===== config.mk =====
export PLATFORM = sky130hd
export DESIGN_NAME = fp32_accumulator
export DESIGN_NICKNAME = d
export VERILOG_FILES = /design/src/rtl/fp32_accumulator.sv
export SDC_FILE = /design/constraint.sdc
export NUM_CORES = 1
export LEC_CHECK = 0
export CAP_MARGIN = 5
export CORE_MARGIN = 5
export CORE_UTILIZATION = 56
export DETAILED_ROUTE_END_ITERATION = 6
export PLACE_DENSITY = 0.78
export SYNTH_ARGS = -nofsm -noshare
export SYNTH_HDL_FRONTEND = slang
export SYNTH_SLANG_ARGS = --single-unit

===== constraint.sdc =====
create_clock -name clk -period 5.4 [get_ports clk]
set_input_delay 1.08 -clock clk [delete_from_list [all_inputs] [get_ports clk]]
set_output_delay 1.08 -clock clk [all_outputs]
set_load 0.05 [all_outputs]

===== src/rtl/fp32_accumulator.sv =====
// fp32_accumulator: multi-cycle IEEE-754 single-precision running-sum adder (align/add/normalize FSM).
// Optional macro FP_ACC_GRS_ROUND_EN keeps guard/round/sticky bits and adds a round-to-nearest-even stage.
module fp32_accumulator #(
  parameter int unsigned NORM_STEP = 1
) (
  input  logic        clk,
  input  logic        rst_n,
  input  logic        clear,
  input  logic        in_valid,
  output logic        in_ready,
  input  logic [31:0] in_data,
  input  logic        in_ovf,
  input  logic        in_unf,
  output logic [31:0] acc_out,
  output logic        out_valid,
  output logic        busy,
  output logic        sticky_ovf,
  output logic        sticky_unf
);
`ifdef FP_ACC_GRS_ROUND_EN
  localparam int unsigned XW = 3;
`else
  localparam int unsigned XW = 0;
`endif
  localparam int unsigned SW   = 24 + XW;
  localparam logic [4:0]  STEP = 5'(NORM_STEP);
  localparam logic [31:0] QNAN = 32'h7FC0_0000;

  if (!(NORM_STEP == 1 || NORM_STEP == 2 || NORM_STEP == 4)) begin : g_bad_norm_step
    $error("fp32_accumulator: NORM_STEP must be 1, 2 or 4");
  end

  typedef enum logic [2:0] {ST_IDLE, ST_ALIGN, ST_ADD, ST_NORM, ST_ROUND, ST_WRITE} state_e;

  state_e        state_q, state_d;
  logic [31:0]   op_q, op_d, acc_q, acc_d, res_q, res_d;
  logic          out_valid_q, out_valid_d, ovf_q, ovf_d, unf_q, unf_d;
  logic          sign_q, sign_d, sub_q, sub_d;
  logic [7:0]    exp_q, exp_d;
  logic [SW-1:0] a_sig_q, a_sig_d, b_sig_q, b_sig_d;
  logic [SW:0]   sig_q, sig_d;

  logic [7:0]    ea, eb, big_e, small_e, diff;
  logic [23:0]   ma, mb, big_m, small_m;
  logic          za, zb, nan_a, nan_b, inf_a, inf_b, acc_big, big_s, norm_done;
  logic [SW-1:0] a_al, b_al;
  logic [SW:0]   sum, sig_rs, sig_sl;
  logic [4:0]    lz, sh;

  // Operand decode: A side is the running sum, B side the latched product
  assign ea    = acc_q[30:23];
  assign eb    = op_q[30:23];
  assign ma    = {1'b1, acc_q[22:0]};
  assign mb    = {1'b1, op_q[22:0]};
  assign za    = (ea == 8'h00);
  assign zb    = (eb == 8'h00);
  assign nan_a = (ea == 8'hFF) && (acc_q[22:0] != 23'h0);
  assign nan_b = (eb == 8'hFF) && (op_q[22:0] != 23'h0);
  assign inf_a = (ea == 8'hFF) && (acc_q[22:0] == 23'h0);
  assign inf_b = (eb == 8'hFF) && (op_q[22:0] == 23'h0);

  assign acc_big = (ea > eb) || ((ea == eb) && (ma >= mb));
  assign big_e   = acc_big ? ea : eb;
  assign small_e = acc_big ? eb : ea;
  assign big_m   = acc_big ? ma : mb;
  assign small_m = acc_big ? mb : ma;
  assign big_s   = acc_big ? acc_q[31] : op_q[31];
  assign diff    = big_e - small_e;

`ifdef FP_ACC_GRS_ROUND_EN
  logic [51:0] wide;
  logic        round_up;
  logic [24:0] rnd_m;
  assign wide     = {small_m, 28'h0} >> diff;
  assign a_al     = {big_m, 3'b000};
  assign b_al     = (diff >= 8'd27) ? 27'd1 : {wide[51:26], |wide[25:0]};
  assign sig_rs   = {1'b0, sig_q[SW:2], sig_q[1] | sig_q[0]};
  assign round_up = sig_q[2] & (sig_q[3] | sig_q[1] | sig_q[0]);
  assign rnd_m    = {1'b0, sig_q[26:3]} + 25'(round_up);
`else
  assign a_al   = big_m;
  assign b_al   = (diff >= 8'd25) ? 24'd0 : (small_m >> diff);
  assign sig_rs = {1'b0, sig_q[SW:1]};
`endif

  assign sum    = sub_q ? ({1'b0, a_sig_q} - {1'b0, b_sig_q}) : ({1'b0, a_sig_q} + {1'b0, b_sig_q});
  assign sig_sl = {1'b0, sig_q[SW-1:0] << sh};

  // Leading zeros of the working significand below the carry bit
  always_comb begin
    lz = 5'(SW);
    for (int i = 0; i < int'(SW); i++) begin
      if (sig_q[i]) lz = 5'(int'(SW) - 1 - i);
    end
  end
  assign sh = (lz < STEP) ? lz : STEP;

  always_comb begin
    state_d     = state_q;
    op_d        = op_q;
    acc_d       = acc_q;
    res_d       = res_q;
    out_valid_d = 1'b0;
    ovf_d       = ovf_q;
    unf_d       = unf_q;
    sign_d      = sign_q;
    sub_d       = sub_q;
    exp_d       = exp_q;
    a_sig_d     = a_sig_q;
    b_sig_d     = b_sig_q;
    sig_d       = sig_q;
    norm_done   = 1'b0;
    case (state_q)
      ST_IDLE: begin
        if (in_valid) begin
          op_d    = in_data;
          ovf_d   = ovf_q | in_ovf;
          unf_d   = unf_q | in_unf;
          state_d = ST_ALIGN;
        end
      end
      ST_ALIGN: begin
        state_d = ST_WRITE;
        if (nan_a || nan_b || (inf_a && inf_b && (acc_q[31] != op_q[31]))) res_d = QNAN;
        else if (inf_a)    res_d = acc_q;
        else if (inf_b)    res_d = op_q;
        else if (za && zb) res_d = {acc_q[31] & op_q[31], 31'h0};
        else if (za)       res_d = op_q;
        else if (zb)       res_d = acc_q;
        else begin
          sign_d  = big_s;
          sub_d   = acc_q[31] ^ op_q[31];
          exp_d   = big_e;
          a_sig_d = a_al;
          b_sig_d = b_al;
          state_d = ST_ADD;
        end
      end
      ST_ADD: begin
        sig_d = sum;
        if (sum == '0) begin
          res_d   = 32'h0;
          state_d = ST_WRITE;
        end else begin
          state_d = ST_NORM;
        end
      end
      ST_NORM: begin
        if (sig_q[SW]) begin
          norm_done = 1'b1;
          if (exp_q == 8'd254) begin
            exp_d = 8'hFF;
            sig_d = '0;
            ovf_d = 1'b1;
          end else begin
            exp_d = exp_q + 8'd1;
            sig_d = sig_rs;
          end
        end else if (exp_q <= 8'(sh)) begin
          norm_done = 1'b1;
          exp_d     = 8'h00;
          sig_d     = '0;
          sign_d    = 1'b0;
          unf_d     = 1'b1;
        end else begin
          exp_d     = exp_q - 8'(sh);
          sig_d     = sig_sl;
          norm_done = (lz <= STEP);
        end
        if (norm_done) begin
`ifdef FP_ACC_GRS_ROUND_EN
          state_d = ST_ROUND;
`else
          res_d   = {sign_d, exp_d, sig_d[SW-2:XW]};
          state_d = ST_WRITE;
`endif
        end
      end
`ifdef FP_ACC_GRS_ROUND_EN
      ST_ROUND: begin
        state_d = ST_WRITE;
        if (!rnd_m[24]) begin
          res_d = {sign_q, exp_q, 23'(rnd_m)};
        end else if (exp_q == 8'd254) begin
          res_d = {sign_q, 8'hFF, 23'h0};
          ovf_d = 1'b1;
        end else begin
          res_d = {sign_q, exp_q + 8'd1, 23'h0};
        end
      end
`endif
      ST_WRITE: begin
        acc_d       = res_q;
        out_valid_d = 1'b1;
        state_d     = ST_IDLE;
      end
      default: state_d = ST_IDLE;
    endcase
    // Clear wins over everything, including an accept in the same cycle
    if (clear) begin
      state_d     = ST_IDLE;
      acc_d       = 32'h0;
      ovf_d       = 1'b0;
      unf_d       = 1'b0;
      out_valid_d = 1'b0;
    end
  end

  always_ff @(posedge clk or negedge rst_n) begin
    if (!rst_n) begin
      state_q     <= ST_IDLE;
      op_q        <= 32'h0;
      acc_q       <= 32'h0;
      res_q       <= 32'h0;
      out_valid_q <= 1'b0;
      ovf_q       <= 1'b0;
      unf_q       <= 1'b0;
      sign_q      <= 1'b0;
      sub_q       <= 1'b0;
      exp_q       <= 8'h00;
      a_sig_q     <= '0;
      b_sig_q     <= '0;
      sig_q       <= '0;
    end else begin
      state_q     <= state_d;
      op_q        <= op_d;
      acc_q       <= acc_d;
      res_q       <= res_d;
      out_valid_q <= out_valid_d;
      ovf_q       <= ovf_d;
      unf_q       <= unf_d;
      sign_q      <= sign_d;
      sub_q       <= sub_d;
      exp_q       <= exp_d;
      a_sig_q     <= a_sig_d;
      b_sig_q     <= b_sig_d;
      sig_q       <= sig_d;
    end
  end

  assign in_ready   = (state_q == ST_IDLE) && !clear;
  assign busy       = (state_q != ST_IDLE);
  assign acc_out    = acc_q;
  assign out_valid  = out_valid_q;
  assign sticky_ovf = ovf_q;
  assign sticky_unf = unf_q;

endmodule


# After elaboration in Yosys (flattened, before gate mapping)
# Index checks and enable logic that the tools add are counted.
[word_totals] regBits=185 input_bits=38 output_inout_bits=37 wordCells=186
[classes] addsub=5 magnitude_cmp=6 n_eq_ne=24 shift=2 n_mux=92 n_bitwise=10 n_reduce_logical=34
[ops] op="32-bit 2-to-1 mux" n=10
[ops] op="5-bit 2-to-1 mux" n=23
[ops] op="32-bit one-hot mux with 3 select lines" n=1
[ops] op="8-bit 2-to-1 mux" n=11
[ops] op="24-bit 2-to-1 mux" n=3
[ops] op="25-bit 2-to-1 mux" n=2
[ops] op="25-bit one-hot mux with 2 select lines" n=1
[ops] op="23-bit logical NOT" n=2
[ops] op="23-bit 2-to-1 mux" n=2
[ops] op="23-bit nonzero test" n=2
[ops] op="3-bit 2-to-1 mux" n=10
[ops] op="24-bit by 24-bit adder with 25-bit output" n=1
[ops] op="25-bit logical NOT" n=1
[ops] op="24-bit by 24-bit subtractor with 25-bit output" n=1
[ops] op="8-bit equality test, second input constant" n=3
[ops] op="24-bit >= comparator" n=1
[ops] op="24-bit by 5-bit << shifter with 24-bit output" n=1
[ops] op="24-bit by 8-bit right shift with 24-bit output" n=1
[ops] op="1-bit 2-to-1 mux" n=22
[ops] op="3-bit != test, second input constant" n=6
[ops] op="8-bit logical NOT" n=2
[ops] op="2-bit != test, second input constant" n=8
[ops] op="8-bit one-hot mux with 2 select lines" n=1
[ops] op="7-bit AND reduction" n=2
[ops] op="other kinds (29)" n=56

# Depth between registers and ports, before layout
# Gate-level depths: netlist (run 1).
[depth] depth_word=33 depth_mapped=23 mapped_depth_nobuf=21

# Worst setup path after synthesis (run 1)
# No wires, ideal clock.
[synth_timing] path_type="reg2reg" from="reg acc_q[22] (netlist: acc_out[22])" to="reg b_sig_q[0]" setup_time_ps=128 arrival_time_ps=5538 required_ps=5272 setup_slack_ps=-266 stages_incl_launch_ff=20 path_buffers=7 period_less_slack_ps=5666 path_cell_list="dfrtp_1 > ha_1 > nand3_1 > or3_1 > a2111o_1 > a41o_2 > a21oi_2 > buf_2 > buf_2 > buf_2 > buf_1 > a22oi_1 > ha_1 > buf_1 > clkbuf_1 > clkbuf_1 > mux4_2 > mux2i_1 > a2bb2oi_1 > o21ai_0"
[synth_via] elab_chain_cells=7 word_cells_on_any_way=21 cone_classes="add/sub: 1; order compare: 2; shift: 1; mux: 4; bitwise: 2; reduce/logical: 11"
[synth_rtl] element="start: declaration" line="36" source="logic [31:0] op_q, op_d, acc_q, acc_d, res_q, res_d;"
[synth_rtl] element="start signal: assignment" line="213" source="acc_q <= 32'h0;"
[synth_rtl] element="start signal: assignment" line="227" source="acc_q <= acc_d;"
[synth_rtl] element="24-bit >= comparator / 23-bit logical NOT (equally long branches)" line="62, 59"
[synth_rtl] element="1-bit logical AND, on equally long branches" line="62, 59"
[synth_rtl] element="1-bit logical OR / 1-bit logical AND (equally long branches)" line="62, 124"
[synth_rtl] element="8-bit 2-to-1 mux (tied with other cells)" line="63" source="assign big_e = acc_big ? ea : eb;"
[synth_rtl] element="8-bit subtractor / 1-bit logical OR (equally long branches)" line="68, 124"
[synth_rtl] element="24-bit by 8-bit right shift with 24-bit output (tied with other cells)" line="82" source="assign b_al = (diff >= 8'd25) ? 24'd0 : (small_m >> diff);"
[synth_rtl] element="24-bit 2-to-1 mux / 7-bit AND reduction (equally long branches)"
[synth_rtl] element="end signal: assignment" line="236" source="b_sig_q <= b_sig_d;"
[synth_rtl] element="end: declaration" line="40" source="logic [SW-1:0] a_sig_q, a_sig_d, b_sig_q, b_sig_d;"
# Parallel ways exist; a longest one is shown, timed or not.
# A chain may end at the register's enable or synchronous reset.

# Worst setup path in the final report (run 1)
[layout_timing] from="reg op_q[22]" to="reg b_sig_q[5]"
[layout_via] elab_chain_cells=7 word_cells_on_any_way=21 cone_classes="add/sub: 1; order compare: 2; shift: 1; mux: 4; bitwise: 2; reduce/logical: 11"
[layout_rtl] element="start: declaration" line="36"
[layout_rtl] element="start signal: assignment" line="226" source="op_q <= op_d;"
[layout_rtl] element="24-bit >= comparator / 23-bit logical NOT (equally long branches)" line="62, 60"
[layout_rtl] element="1-bit logical AND, on equally long branches" line="62, 60"
[layout_rtl] element="1-bit logical OR / 1-bit logical AND (equally long branches)" line="62, 124"
[layout_rtl] element="8-bit 2-to-1 mux (tied with other cells)" line="63"
[layout_rtl] element="8-bit subtractor / 1-bit logical OR (equally long branches)" line="68, 124"
[layout_rtl] element="24-bit by 8-bit right shift with 24-bit output (tied with other cells)" line="82"
[layout_rtl] element="24-bit 2-to-1 mux / 7-bit AND reduction (equally long branches)"
# Parallel ways exist; a longest one is shown, timed or not.

==> results of run 1 <==
## sequential cells by signal (all words and copies together), names as in the netlist
signal and flops:
sticky_ovf 1, sig_q 25, exp_q 8, op_q 32, res_q 32, b_sig_q 24
sign_q 1, sticky_unf 1, out_valid 1, state_q 3, sub_q 1, acc_out 32
a_sig_q 24
## layout by cell type, fill, tap and decap left out, drive strengths merged, types with 21 or more instances in the layout
cell | netlist | final
mux2i | 96 | 96
clkbuf | 71 | 21
mux2 | 50 | 50
nor2 | 135 | 135
o21ai | 154 | 154
dfrtp | 185 | 185
ha | 65 | 65
xor2 | 21 | 21
buf | 31 | 68
a22o | 38 | 38
clkdlybuf4s50 | 0 | 73
a21oi | 118 | 118
xnor2 | 36 | 36
inv | 56 | 58
nand2 | 189 | 189
## cell type report
| type | count | share of cell area, % |
|---|---|---|
| multi-input combinational | 1248 | 54.9 |
| sequential | 185 | 29.6 |
| timing repair buffer | 142 | 8.12 |
| clock buffer | 20 | 2.85 |
| tap | 324 | 2.59 |
| inverter | 57 | 1.37 |
| clock inverter | 12 | 0.607 |
## metrics by stage
step | hold slack, ps | setup WS, ps | power [mW] | std cells
3_5_place_dp | 465 | 241 | 8.06 | 1956
2_1_floorplan | 441 | 2.24 | 6.32 | 1592
5_1_grt | 496 | 92.2 | 10.1 | 1988
4_1_cts | 484 | 177 | 9.28 | 1988
3_3_place_gp | 467 | 287 | 7.94 | 1956
6_report | 486 | 332 | 9.46 | 1988
## final timing paths
check / startpoint / slack (ps) / cells past startpoint / endpoint
max: op_q[22]$_DFFE_PN0P_ / 330 / 18 / b_sig_q[5]$_DFFE_PN0P_
min: a_sig_q[23]$_DFFE_PN0P_ / 490 / 1 / a_sig_q[23]$_DFFE_PN0P_
max reg2reg: op_q[22]$_DFFE_PN0P_ / 330 / 18 / b_sig_q[5]$_DFFE_PN0P_
min reg2reg: a_sig_q[23]$_DFFE_PN0P_ / 490 / 1 / a_sig_q[23]$_DFFE_PN0P_
max in group asynchronous: rst_n / 3500 / 2 / a_sig_q[16]$_DFFE_PN0P_
min in group asynchronous: rst_n / 680 / 1 / sticky_unf$_DFFE_PN0P_
## worst max-delay path: stages, from the launching register on
cell and delay, ps:
dfrtp_2 480, inv_1 150, ha_1 350, nand3_1 100
or3_1 450, a2111o_1 440, a41o_2 330, a21oi_4 210
nor2_1 70, a22oi_1 220, ha_2 230, a32o_1 160
nor3_1 60, a211oi_1 220, o22ai_1 170, or4b_1 780
buf_4 270, a22oi_1 150, o21bai_1 130
## logic make-up (layout without fill, tap and decap cells)
group	after synthesis	after routing	share of synthesized area, %
flops	185	185	33.7
buf+inv	159	231	4.58
fa+ha+maj	67	67	6.21
simple gates	465	465	15.2
mux	161	161	13.5
compound gates	493	493	23.2
other cells	1	5	0.0273
xor+xnor	57	57	3.63
## routing by layer
layer	vias up	share of wire, %	track usage [%]	wire length (um)
met5	-	0.073	0	34
met4	6	4.3	11.7	1980
met3	145	11	8.91	4960
met2	823	43	48.2	20000
met1	6434	42	47.3	19700
li1	5918	-	-	-
## repair_timing
item | 4_1_cts | 5_1_grt
hold endpoints to repair | 0 | 0
endpoints found under the setup margin | 0 | 37
gates resized for setup | 0 | 7
## power groups by stage
stage               clock (mW)  combinational (mW)  sequential, mW
detailed placement           0                5.81            2.25
global placement             0                5.71            2.24
floorplan                    0                4.20            2.12
CTS                       1.20                5.85            2.23
finish                    1.20                6.01            2.26
global route              1.26                6.54            2.30
==> flow_summary_export.csv, run 1 <==
group,metric,value,unit
critical_path,end_kind,"flop",
power_and_ir_drop,vdd_drop_max,0.357,mV
yosys,synth_cell_type_count,81,
critical_path,cp_max_fo,10,
finish,nets,1756,
power_and_ir_drop,clock_power_share,12.7,%
finish,drive_gt1_share,11.8,%
power_and_ir_drop,power.internal,4.74,mW
clock_tree,cts_hold_buf,0,
routing,firstDrtPassIters,5,
critical_path,required,5760,ps
yosys,synth_async_sr_flop_share,100,%
yosys,synth_top_area_cell,"dfrtp_1",
yosys,yosysWarnings,0,
yosys,synth.yosys.seq_area_share,33.7,%
routing,avgRoutedWirePerCell,23.4,um
routing,drt-initial-drc-count,1522,
outcome,outcome,"finished, final reports clean",
yosys,synth_most_common_cell,"nand2_1",
routing,ant_nets,0,
yosys,synth-main-ff-cell,"dfrtp_1",
clock_tree,clk_pin_slew_worst_paths,70,ps
timing,fin_skew,17.7,ps
clock_tree,post-cts-setup-buffer-count,0,
clock_tree,cts_tree,"built",
yosys,syn_area,0.0137,mm^2
yosys,synthTopCellsByArea,"dfrtp_1 (34%), mux2i_1 (7.0%), ha_1 (5.9%), o21ai_0 (5.2%), nand2_1 (5.2%)",
global_routing,overflow,0,
critical_path,startpoint_type,"flop",
timing,hold_violations,0,
job,maxCapViolCount,0,
floorplanning,die-area,0.0278,mm^2
yosys,synth_common_cells,"nand2_1 (189), dfrtp_1 (185), o21ai_0 (143), nor2_1 (135), a21oi_1 (116)",
finish,area_growth,13.9,%
critical_path,crit_type,"reg2reg",
power_and_ir_drop,p_sw,4.72,mW
finish,fin_util,64.6,%
floorplanning,rows,57,
yosys,syn_area_per_cell,8.66,um^2
placement,port_buffers,74,
clock_tree,clockRootBuffer,"clkbuf_16",
clock_tree,clock-sinks,185,
timing,min_period_over_period,93.8,%
finish,ff_latch_area,0.00463,mm^2
floorplanning,die_h,167,um
placement,gp_congestion,1.01,
timing,slew_viol_final,0,
routing,route.vias.total,13300,
finish,nFillCells,2038,
floorplanning,ios,75,
placement,place_area,0.0151,mm^2
power_and_ir_drop,swShare,49.9,%
routing,routed_wl,46600,um
power_and_ir_drop,p_leak,6.82,nW
global_routing,antenna_found_initial,3,
timing,final.min_clock_period,5070,ps
floorplanning,die_w,167,um
global_routing,grt_max_degree,91,
global_routing,grt_pass1_vias,12500,
power_and_ir_drop,pwr-share-comb,63.5,%
placement,place_hpwl,34600,um
floorplanning,core_area,0.0242,mm^2
finish,diodes,0,
timing,relSlewSlack,26.8,%
timing,timing.fmax,0.197,GHz
timing,rsz0062_at_grt,"no",
yosys,syn_inst,1588,
routing,drc_errors,0,
global_routing,grt_pass1_wl,72600,um
clock_tree,clock_latency,450,ps
clock_tree,ctsLongestPathBuffers,2,
finish,stdcell_area,0.0157,mm^2
floorplanning,initial_utilization,56.7,%
timing,tns,0,ps
power_and_ir_drop,powerDensity,605,mW/mm^2
global_routing,grt_use_total,32.9,%
timing,tightestPinTransition,1100,ps
power_and_ir_drop,seqPwrFrac,23.8,%
min_path,hold_path.class,"reg2reg",
routing,via_per_inst,6.70,
clock_tree,numCtsBuffers,17,
timing,setup_viol,0,
yosys,ys_ff_latch,185,
finish,multi_input_area,0.00859,mm^2
clock_tree,h-tree-depth,4,
yosys,synth_edf_count,0,
yosys,synth_top_area_share,33.7,%
critical_path,worstPathArrival,5430,ps
No activity file was read; power rests on OpenSTA's default activity.
==> run 2, diff against run 1 <==
- CTS_CLUSTER_SIZE: unset -> 25
==> results of run 2 <==
Same layout as run 1: the final DEF is identical, and so are final timing and power.
